<file path="src/rtl/sprite_mem_pkg.sv">
// Shared constants and FSM encoding for the sprite RAM arbiter.
// Holds the RAM widths, the default access time and the state type.
package sprite_mem_pkg;
  localparam int ADDR_W            = 26;
  localparam int DATA_W            = 16;
  localparam int ACCESS_CYCLES_DEF = 8;

  typedef enum logic [1:0] {
    IDLE    = 2'd0,
    ACCESS  = 2'd1,
    CAPTURE = 2'd2
  } state_t;
endpackage

</file>
<file path="src/rtl/sprite_mem_arbiter_rr_picker.sv">
// Round-robin picker: first set req bit at or after ptr, wrapping mod N.
// Ports: req/ptr in; found flag and winner index out. Purely combinational.
module rr_picker #(
  parameter int N = 4
) (
  input  logic [N-1:0] req,
  input  logic [2:0]   ptr,
  output logic         found,
  output logic [2:0]   win
);
  localparam int IW = (N > 1) ? $clog2(N) : 1;

  always_comb begin
    int idx;
    idx   = 0;
    found = 1'b0;
    win   = 3'd0;
    for (int k = 0; k < N; k++) begin
      idx = int'(ptr) + k;
      if (idx >= N) idx = idx - N;
      if (!found && req[idx[IW-1:0]]) begin
        found = 1'b1;
        win   = 3'(idx);
      end
    end
  end
endmodule

</file>
<file path="src/rtl/sprite_mem_arbiter.sv">
// Round-robin arbiter sharing one cellular-RAM read port among requesters.
// Ports: clk, rst(active-low sync), req/addr_flat in; ack/rdata/busy/gnt_id out; mem_addr/mem_data to RAM.
module sprite_mem_arbiter
  import sprite_mem_pkg::*;
#(
  parameter int NUM_REQ       = 4,
  parameter int ADDR_W        = sprite_mem_pkg::ADDR_W,
  parameter int DATA_W        = sprite_mem_pkg::DATA_W,
  parameter int ACCESS_CYCLES = sprite_mem_pkg::ACCESS_CYCLES_DEF
) (
  input  logic                      clk,
  input  logic                      rst,
  input  logic [NUM_REQ-1:0]        req,
  input  logic [NUM_REQ*ADDR_W-1:0] addr_flat,
  output logic [NUM_REQ-1:0]        ack,
  output logic [DATA_W-1:0]         rdata,
  output logic                      busy,
  output logic [2:0]                gnt_id,
  output logic [ADDR_W-1:0]         mem_addr,
  input  logic [DATA_W-1:0]         mem_data
);
  localparam int IW = (NUM_REQ > 1) ? $clog2(NUM_REQ) : 1;
  localparam int CW = (ACCESS_CYCLES > 1) ? $clog2(ACCESS_CYCLES) : 1;

  state_t              state_q, state_d;
  logic [CW-1:0]       cnt_q, cnt_d;
  logic [2:0]          ptr_q, ptr_d;
  logic [2:0]          gnt_q, gnt_d;
  logic [ADDR_W-1:0]   addr_q, addr_d;
  logic [DATA_W-1:0]   rdata_q, rdata_d;
  logic [NUM_REQ-1:0]  ack_q, ack_d;
  logic                busy_q, busy_d;

  logic [NUM_REQ-1:0]  gnt_mask, pick_req;
  logic [2:0]          nxt_ptr, pick_ptr, win;
  logic                found;

  assign nxt_ptr  = (gnt_q >= 3'(NUM_REQ-1)) ? 3'd0 : gnt_q + 3'd1;
  assign gnt_mask = NUM_REQ'(1) << gnt_q;

  // In CAPTURE the finishing grantee still holds req until it sees ack;
  // hide it so it is not re-granted for the word it is about to receive.
  assign pick_req = (state_q == CAPTURE) ? (req & ~gnt_mask) : req;
  assign pick_ptr = (state_q == CAPTURE) ? nxt_ptr : ptr_q;

  rr_picker #(.N(NUM_REQ)) u_pick (
    .req   (pick_req),
    .ptr   (pick_ptr),
    .found (found),
    .win   (win)
  );

  always_comb begin
    state_d = state_q;
    cnt_d   = cnt_q;
    ptr_d   = ptr_q;
    gnt_d   = gnt_q;
    addr_d  = addr_q;
    rdata_d = rdata_q;
    ack_d   = '0;
    busy_d  = busy_q;
    unique case (1'b1)
      (state_q == IDLE): begin
        if (found) begin
          state_d = ACCESS;
          gnt_d   = win;
          addr_d  = addr_flat[int'(win)*ADDR_W +: ADDR_W];
          cnt_d   = CW'(ACCESS_CYCLES-1);
          busy_d  = 1'b1;
        end
      end
      (state_q == ACCESS): begin
        if (cnt_q == '0) state_d = CAPTURE;
        else             cnt_d   = cnt_q - CW'(1);
      end
      (state_q == CAPTURE): begin
        rdata_d = mem_data;
        ptr_d   = nxt_ptr;
        if (req[gnt_q[IW-1:0]]) ack_d[gnt_q[IW-1:0]] = 1'b1;
        if (found) begin
          state_d = ACCESS;
          gnt_d   = win;
          addr_d  = addr_flat[int'(win)*ADDR_W +: ADDR_W];
          cnt_d   = CW'(ACCESS_CYCLES-1);
        end else begin
          state_d = IDLE;
          busy_d  = 1'b0;
        end
      end
      default: begin
        state_d = IDLE;
        busy_d  = 1'b0;
      end
    endcase
  end

  always_ff @(posedge clk) begin
    if (!rst) begin
      state_q <= IDLE;
      cnt_q   <= '0;
      ptr_q   <= 3'd0;
      gnt_q   <= 3'd0;
      addr_q  <= '0;
      rdata_q <= '0;
      ack_q   <= '0;
      busy_q  <= 1'b0;
    end else begin
      state_q <= state_d;
      cnt_q   <= cnt_d;
      ptr_q   <= ptr_d;
      gnt_q   <= gnt_d;
      addr_q  <= addr_d;
      rdata_q <= rdata_d;
      ack_q   <= ack_d;
      busy_q  <= busy_d;
    end
  end

  assign ack      = ack_q;
  assign rdata    = rdata_q;
  assign busy     = busy_q;
  assign gnt_id   = gnt_q;
  assign mem_addr = addr_q;
endmodule

</file>
<file path="config.mk">
export PLATFORM = sky130hd
export DESIGN_NAME = sprite_mem_arbiter
export DESIGN_NICKNAME = d
export VERILOG_FILES = /design/src/rtl/sprite_mem_pkg.sv /design/src/rtl/sprite_mem_arbiter_rr_picker.sv /design/src/rtl/sprite_mem_arbiter.sv
export SDC_FILE = /design/constraint.sdc
export NUM_CORES = 1
export LEC_CHECK = 0
export CORE_UTILIZATION = 43
export DETAILED_ROUTE_END_ITERATION = 6
export GPL_TIMING_DRIVEN = 0
export PLACE_DENSITY = 0.93
export SETUP_SLACK_MARGIN = 0.5
export SYNTH_ARGS = -nofsm -noshare
export SYNTH_HDL_FRONTEND = slang
export SYNTH_SLANG_ARGS = --single-unit
</file>
<file path="constraint.sdc">
create_clock -name clk -period 8.5 [get_ports clk]
set_input_delay 0.85 -clock clk [delete_from_list [all_inputs] [get_ports clk]]
set_output_delay 0.85 -clock clk [all_outputs]
set_load 0.05 [all_outputs]
</file>
==> results.txt, run 1 <==
critical path class: reg2reg
num rows: 31
Netlist cell types: 51
prevailing post-synth register cell: dfxtp_1
routed wire length: 12000 um
CP endpoint kind: register
gp weighted congestion: 0.917
Syn Nets: 445
fill cell total of the finished layout: 489
clock-pin slew on the worst setup and hold paths: 0.07 ns
Starting Density: 44.8%
hpwl dp: 9290 um
# H-tree levels: 3
R2R depth: 13
P&R area growth vs syn: 64.4%
TritonCTS buffer count: 9
Synth Warn #: 0
core area: 7290 um^2
Clock Latency Late Sink: 0.36 ns
Placement Cell Area: 5140 um^2
clock root cell: clkbuf_8
setup TNS: 0 ns
syn_area_per_cell: 10.7 um^2
vias in the first global route: 3440
Worst-Margin Slew: 0.790 ns
synthesized flop and latch total: 58
Min Hold Slack: 0.457 ns
Slew Limit Fails: 0
Synth Instances: 306
Final Util: 73.6%
number of enable flip-flop cells after synthesis: 0
R2R Setup Slk: 4.21 ns
postcts setup bufs: 0
wire length on met2: 5970 um
CTS tree: yes
CP endpoint: mem_addr[16]
met3 wire len: 1160 um
crit path from: gnt_id[0]
die width: 89.1 um
layout cells sized above 1: 12.9%
Die Y: 89.1 um
Period Utilization, post-route: 50.5%
RSZ-0062 raised after global routing: false
worst vdd ir: 0.129 mV
Reg power frac: 33.4%
total track usage: 28.5%
Combinational Power Share: 35.1%
post-DR vias/cell: 5.76
Max Clk Rate: 0.233 GHz
Vias: 3440
end of the worst register-to-register path: mem_addr[16]
Avg WL per Cell: 20.1 um
Net Switching: 0.316 mW
# hold bufs at CTS: 0
Worst Skew: 0.0144 ns
Leak: 2.04 nW
# Max-Cap Violations: 0
Clock Path Buffers: 2
die area: 7950 um^2
I/O Pins: 176
Layout Nets: 631
Finish-stage setup viols: 0
Remaining DRCs: 0
outcome: finished clean
pin count of the biggest net entering global routing: 13
DRT iter0 DRCs: 315
clock network fraction of design power: 31.5%
Rel. slew slack: 46.0%
fin crit period: 4.29 ns
P_int: 0.621 mW
Post-Syn Area: 3270 um^2
first-pass GRT wire length: 17000 um
cts repair resizes: 0
DRT met1 WL: 4320 um
crit path max fanout: 10
first drt pass iteration count: 5
Post-synth ARST share: 0%
final instance area: 5370 um^2
Critical Path AT: 4.53 ns
grt total ovfl: 0
Routed Antenna Nets: 0
sw frac: 33.7%
register area share after synthesis: 35.6%
IO buf count: 175
CTS sink count: 58
Critical Path RT: 8.74 ns
reg2reg start: gnt_id[0]
initial antenna violation count: 1
uppermost routed layer: met4
hold crit path type: reg2reg
PD cells: 175 nW/um^2
startpoint types: register
Final Hold Viols: 0
## stage by stage
step	std cells	setup slack, ns	total power, mW
finish	597	4.21	0.937
CTS	596	4.24	0.938
floorplan	306	4.54	0.510
global placement	580	4.33	0.633
global route	597	3.93	0.966
detailed placement	580	4.22	0.644
## sequential cells by signal, indices dropped and copies added (netlist names)
| register | cells |
|---|---|
| mem_addr | 26 |
| rdata | 16 |
| ack | 4 |
| cnt_q | 3 |
| gnt_id | 3 |
| ptr_q | 3 |
| state_q | 2 |
| busy | 1 |
## routing by layer
| metal | vias up | track usage [%] |
|---|---|---|
| met5 | - | 0 |
| met2 | 223 | 49.8 |
| li1 | 1541 | - |
| met1 | 1638 | 30.4 |
| met3 | 38 | 9.14 |
| met4 | 0 | 16.3 |
## cell usage after synthesis, types with 6 or more instances
cell type	instances	share of area, %
dfxtp_1	58	36
inv_1	10	1.1
a22o_1	26	7.0
a21oi_1	24	3.7
nor2_1	17	2.0
and2_1	6	1.1
nand2_1	39	4.5
ha_1	13	5.0
buf_2	6	0.92
clkbuf_1	8	0.92
mux4_2	27	19
## placed cells by master (no fill, tap or decap), drive strengths merged, types with 2 or more instances in the layout
cell,n
a22o,26
a2111oi,4
o21ai,4
nor4b,2
mux2i,4
clkbuf,18
nand3,3
a21o,2
mux4,28
ha,13
clkinvlp,2
a31oi,2
and2,6
nor3,4
and3,2
clkinv,2
o211a,2
a21oi,25
dfxtp,58
nand4bb,3
bufinv,2
nor3b,2
nor2,17
buf,10
nor2b,2
a22oi,2
a32oi,3
or3,2
nand2,39
inv,14
a211oi,5
nand2b,2
clkdlybuf4s50,175
## power groups by stage
stage | Clock, mW | Sequential, mW | Combinational, mW
2_1_floorplan | 0 | 0.387 | 0.123
3_3_place_gp | 0 | 0.316 | 0.317
3_5_place_dp | 0 | 0.319 | 0.325
4_1_cts | 0.297 | 0.313 | 0.328
5_1_grt | 0.307 | 0.316 | 0.343
6_report | 0.295 | 0.313 | 0.329
## worst min-delay path by stage
stage / slack [ns] / startpoint / end / cells after the start
final: 0.46 / rdata[14] / rdata[14] / 2
after global placement: 0.44 / rdata[5] / rdata[5] / 2
after global routing: 0.48 / rdata[14] / rdata[14] / 2
after detailed placement: 0.45 / rdata[14] / rdata[14] / 2
after CTS: 0.46 / rdata[14] / rdata[14] / 2
after floorplan: 0.44 / cnt_q[0] / cnt_q[0] / 1
## area by class of cell
class,count,area (um^2),area share [%]
well taps,99,124,2.31
inverters,13,48.8,0.909
clock buffers,9,124,2.31
repair buffers,175,1750,32.6
diodes,1,2.50,0.0466
plain buffers,19,109,2.03
multi-input cells,216,1950,36.3
flip-flops and latches,58,1160,21.6
clock inverters,7,101,1.89
## worst max-delay path, stage by stage, from the launching register on
cell and delay [ns]:
dfxtp_1 0.42, buf_2 0.24, inv_1 0.09, ha_1 0.31, a32oi_2 0.46, ha_1 0.23, clkbuf_1 0.35, o21ai_0 0.21
nand3_1 0.13, o221ai_1 0.16, a21oi_4 0.43, clkbuf_4 0.38, mux4_2 0.56, a22o_1 0.21
## logic make-up (layout without fill, tap and decap cells)
family | after synthesis | after routing | share of synthesized area, %
simple gates | 88 | 88 | 14.4
compound gates | 81 | 81 | 19.1
flops | 58 | 58 | 35.6
mux | 32 | 32 | 20.7
buf+inv | 32 | 223 | 4.83
fa+ha+maj | 13 | 13 | 4.98
xor+xnor | 2 | 2 | 0.536
other cells | 0 | 1 | 0
(Power assumes the default switching activity.)
==> run 2: changes to the inputs <==
Settings changed: CORE_UTILIZATION 43 to 36, PLACE_DENSITY 0.93 to 0.84.
Clock period 8.5 ns to 3.6 ns, I/O delays scaled along.
==> run 2 against run 1 <==
  * Utilization is 6.7 points lower
  * Via count is 0.38% lower
  * Fmax is 35% higher
  * Setup slack worse by 3.8 ns
  * Sequential share of layout area is 1.6 points lower
  * Sequential power is 140% higher
  * Design area is 9.2% higher
  * Register-to-register slack worse by 3.8 ns
  * Largest power group unchanged
==> results.txt, run 2 (synthesis results as in run 1) <==
outcome: finished clean
# hold bufs at CTS: 0
pin count of the biggest net entering global routing: 11
setup TNS: 0 ns
Largest register FFs: 26
met2 Usage GRT: 43.8%
hold_sp: rdata[4]
post-DR vias/cell: 5.51
PD cells: 390 nW/um^2
P&R area growth vs syn: 79.5%
first-pass GRT wire length: 17900 um
hpwl dp: 8300 um
Setup WS post-layout: 0.412 ns
met3 Usage GRT: 7.84%
die area: 9460 um^2
clock root cell: clkbuf_8
register area: 1170 um^2
R2R depth: 15
most common library cell in the layout ignoring fill and taps: clkdlybuf4s50_1
Clock Latency Late Sink: 0.34 ns
# Max-Cap Violations: 0
Finish-stage setup viols: 0
gp weighted congestion: 0.813
IO buf count: 175
routed wire length: 11600 um
fill cell total of the finished layout: 654
Vias: 3427
I/O Pins: 176
Clock Path Buffers: 2
Multi-input gate area: 2150 um^2
Slew Limit Fails: 0
DRT iter0 DRCs: 230
# H-tree levels: 3
TritonCTS buffer count: 9
critical path class: reg2reg
diode count: 0
crit path max fanout: 5
dpl ws: -0.00934 ns
reg2reg start: gnt_id[0]
Rel. slew slack: 46.9%
Layout Nets: 648
Final Hold Viols: 0
Critical Path RT: 3.82 ns
Critical Path AT: 3.41 ns
Max Clk Rate: 0.314 GHz
RSZ-0062 raised after global routing: true
Avg WL per Cell: 18.6 um
startpoint types: register
Worst Skew: 0.00935 ns
first drt pass iteration count: 5
Hold Path End: rdata[4]
CP endpoint kind: register
layer with the highest usage: met2
Routed Antenna Nets: 0
fin crit period: 3.19 ns
R2R Setup Slk: 0.41 ns
num rows: 34
CTS tree: yes
Global Route met1 Usage: 24.1%
clock-pin slew on the worst setup and hold paths: 0.06 ns
Period Utilization, post-route: 88.6%
total power draw: 2.29 mW
Die Y: 97.2 um
die width: 97.2 um
most frequent cells in the layout: clkdlybuf4s50_1 (175), dfxtp_1 (54), nand2_1 (39), mux4_2 (28), a22o_1 (26)
initial antenna violation count: 0
Leak: 2.21 nW
core area: 8760 um^2
grt total ovfl: 0
layout cells sized above 1: 20.6%
Hold Path Cell Cnt: 2
worst vdd ir: 0.270 mV
CTS sink count: 58
total track usage: 23.8%
Remaining DRCs: 0
vias in the first global route: 3641
hold crit path type: reg2reg
Worst-Margin Slew: 0.777 ns
end of the worst register-to-register path: mem_addr[9]
Starting Density: 37.3%
==> run 2: cell types whose count changed in the layout (fill, tap and decap cells not counted), moves of 3 or more <==
cell	previous run	this run
buf_12	0	4
ha_4	0	4
dfxtp_1	58	54
buf_4	1	11
buf_6	3	7
buf_2	6	1
dfxtp_4	0	3
a21oi_1	24	21
ha_1	13	9
clkbuf_16	0	3
==> run 2: power breakdown <==
group	internal (mW)	switching [mW]
clock network	0.403	0.255
registers	0.699	0.0385
logic	0.455	0.435
==> run 2: layout make-up <==
cell class	count	area share [%]
Timing Repair Buffer	192	33.1
Buffer	19	3.24
Clock buffer	13	3.09
Multi-Input combinational cell	216	36.7
Inverter	13	0.875
Clock inverter	3	0.726
Tap cell	108	2.30
Sequential cell	58	20.0
==> run 2: metrics by stage <==
stage / std cells / utilization [%] / hold WS (ns) / area (um^2)
global placement: 589 / 59.8 / 0.441 / 5240
global route: 622 / 66.9 / 0.475 / 5860
CTS: 619 / 66.2 / 0.459 / 5800
finish: 622 / 66.9 / 0.455 / 5860
floorplan: 306 / - / 0.440 / 3350
detailed placement: 589 / 59.8 / 0.449 / 5240
==> run 2: what timing repair did <==
| action | CTS | global route |
|---|---|---|
| setup endpoints to repair | 28 | 27 |
| cloned | 3 | 1 |
| pin swaps | 17 | 10 |
| setup buffers | 11 | 2 |
| gates resized for setup | 35 | 16 |
==> run 2: layer usage <==
layer  share of wire, %  wire (um)
met1                 36       4220
met2                 52       6030
met3                8.8       1020
met4                2.8        320
met5                  0          0
==> run 2: worst max-delay path, stage by stage, from the launching register on <==
cell,delay (ns)
dfxtp_4,0.37
buf_8,0.13
nor4b_4,0.31
a21o_1,0.15
inv_2,0.06
buf_12,0.12
ha_4,0.28
buf_8,0.12
o21ai_2,0.07
nand3_2,0.08
o221ai_2,0.13
a21oi_4,0.21
buf_12,0.14
clkbuf_16,0.15
mux4_2,0.53
a22o_1,0.22
==> run 2: how the worst max path moves through the flow <==
stage                     startpoint            to  slack (ns)  cells past startpoint
after global routing       gnt_id[0]   mem_addr[9]        0.35                     15
final                      gnt_id[0]   mem_addr[9]        0.41                     15
after global placement    state_q[1]  mem_addr[20]        0.06                     10
after floorplan            gnt_id[0]  mem_addr[10]        0.29                     12
after CTS                  gnt_id[0]  mem_addr[13]        0.47                     15
after detailed placement  state_q[1]  mem_addr[20]      -0.009                     10
==> run 3: changes to the inputs <==
Settings changed: CAP_MARGIN from default to 10.
==> results of run 3 <==
Final layout, timing and power as in run 2 (identical DEF).
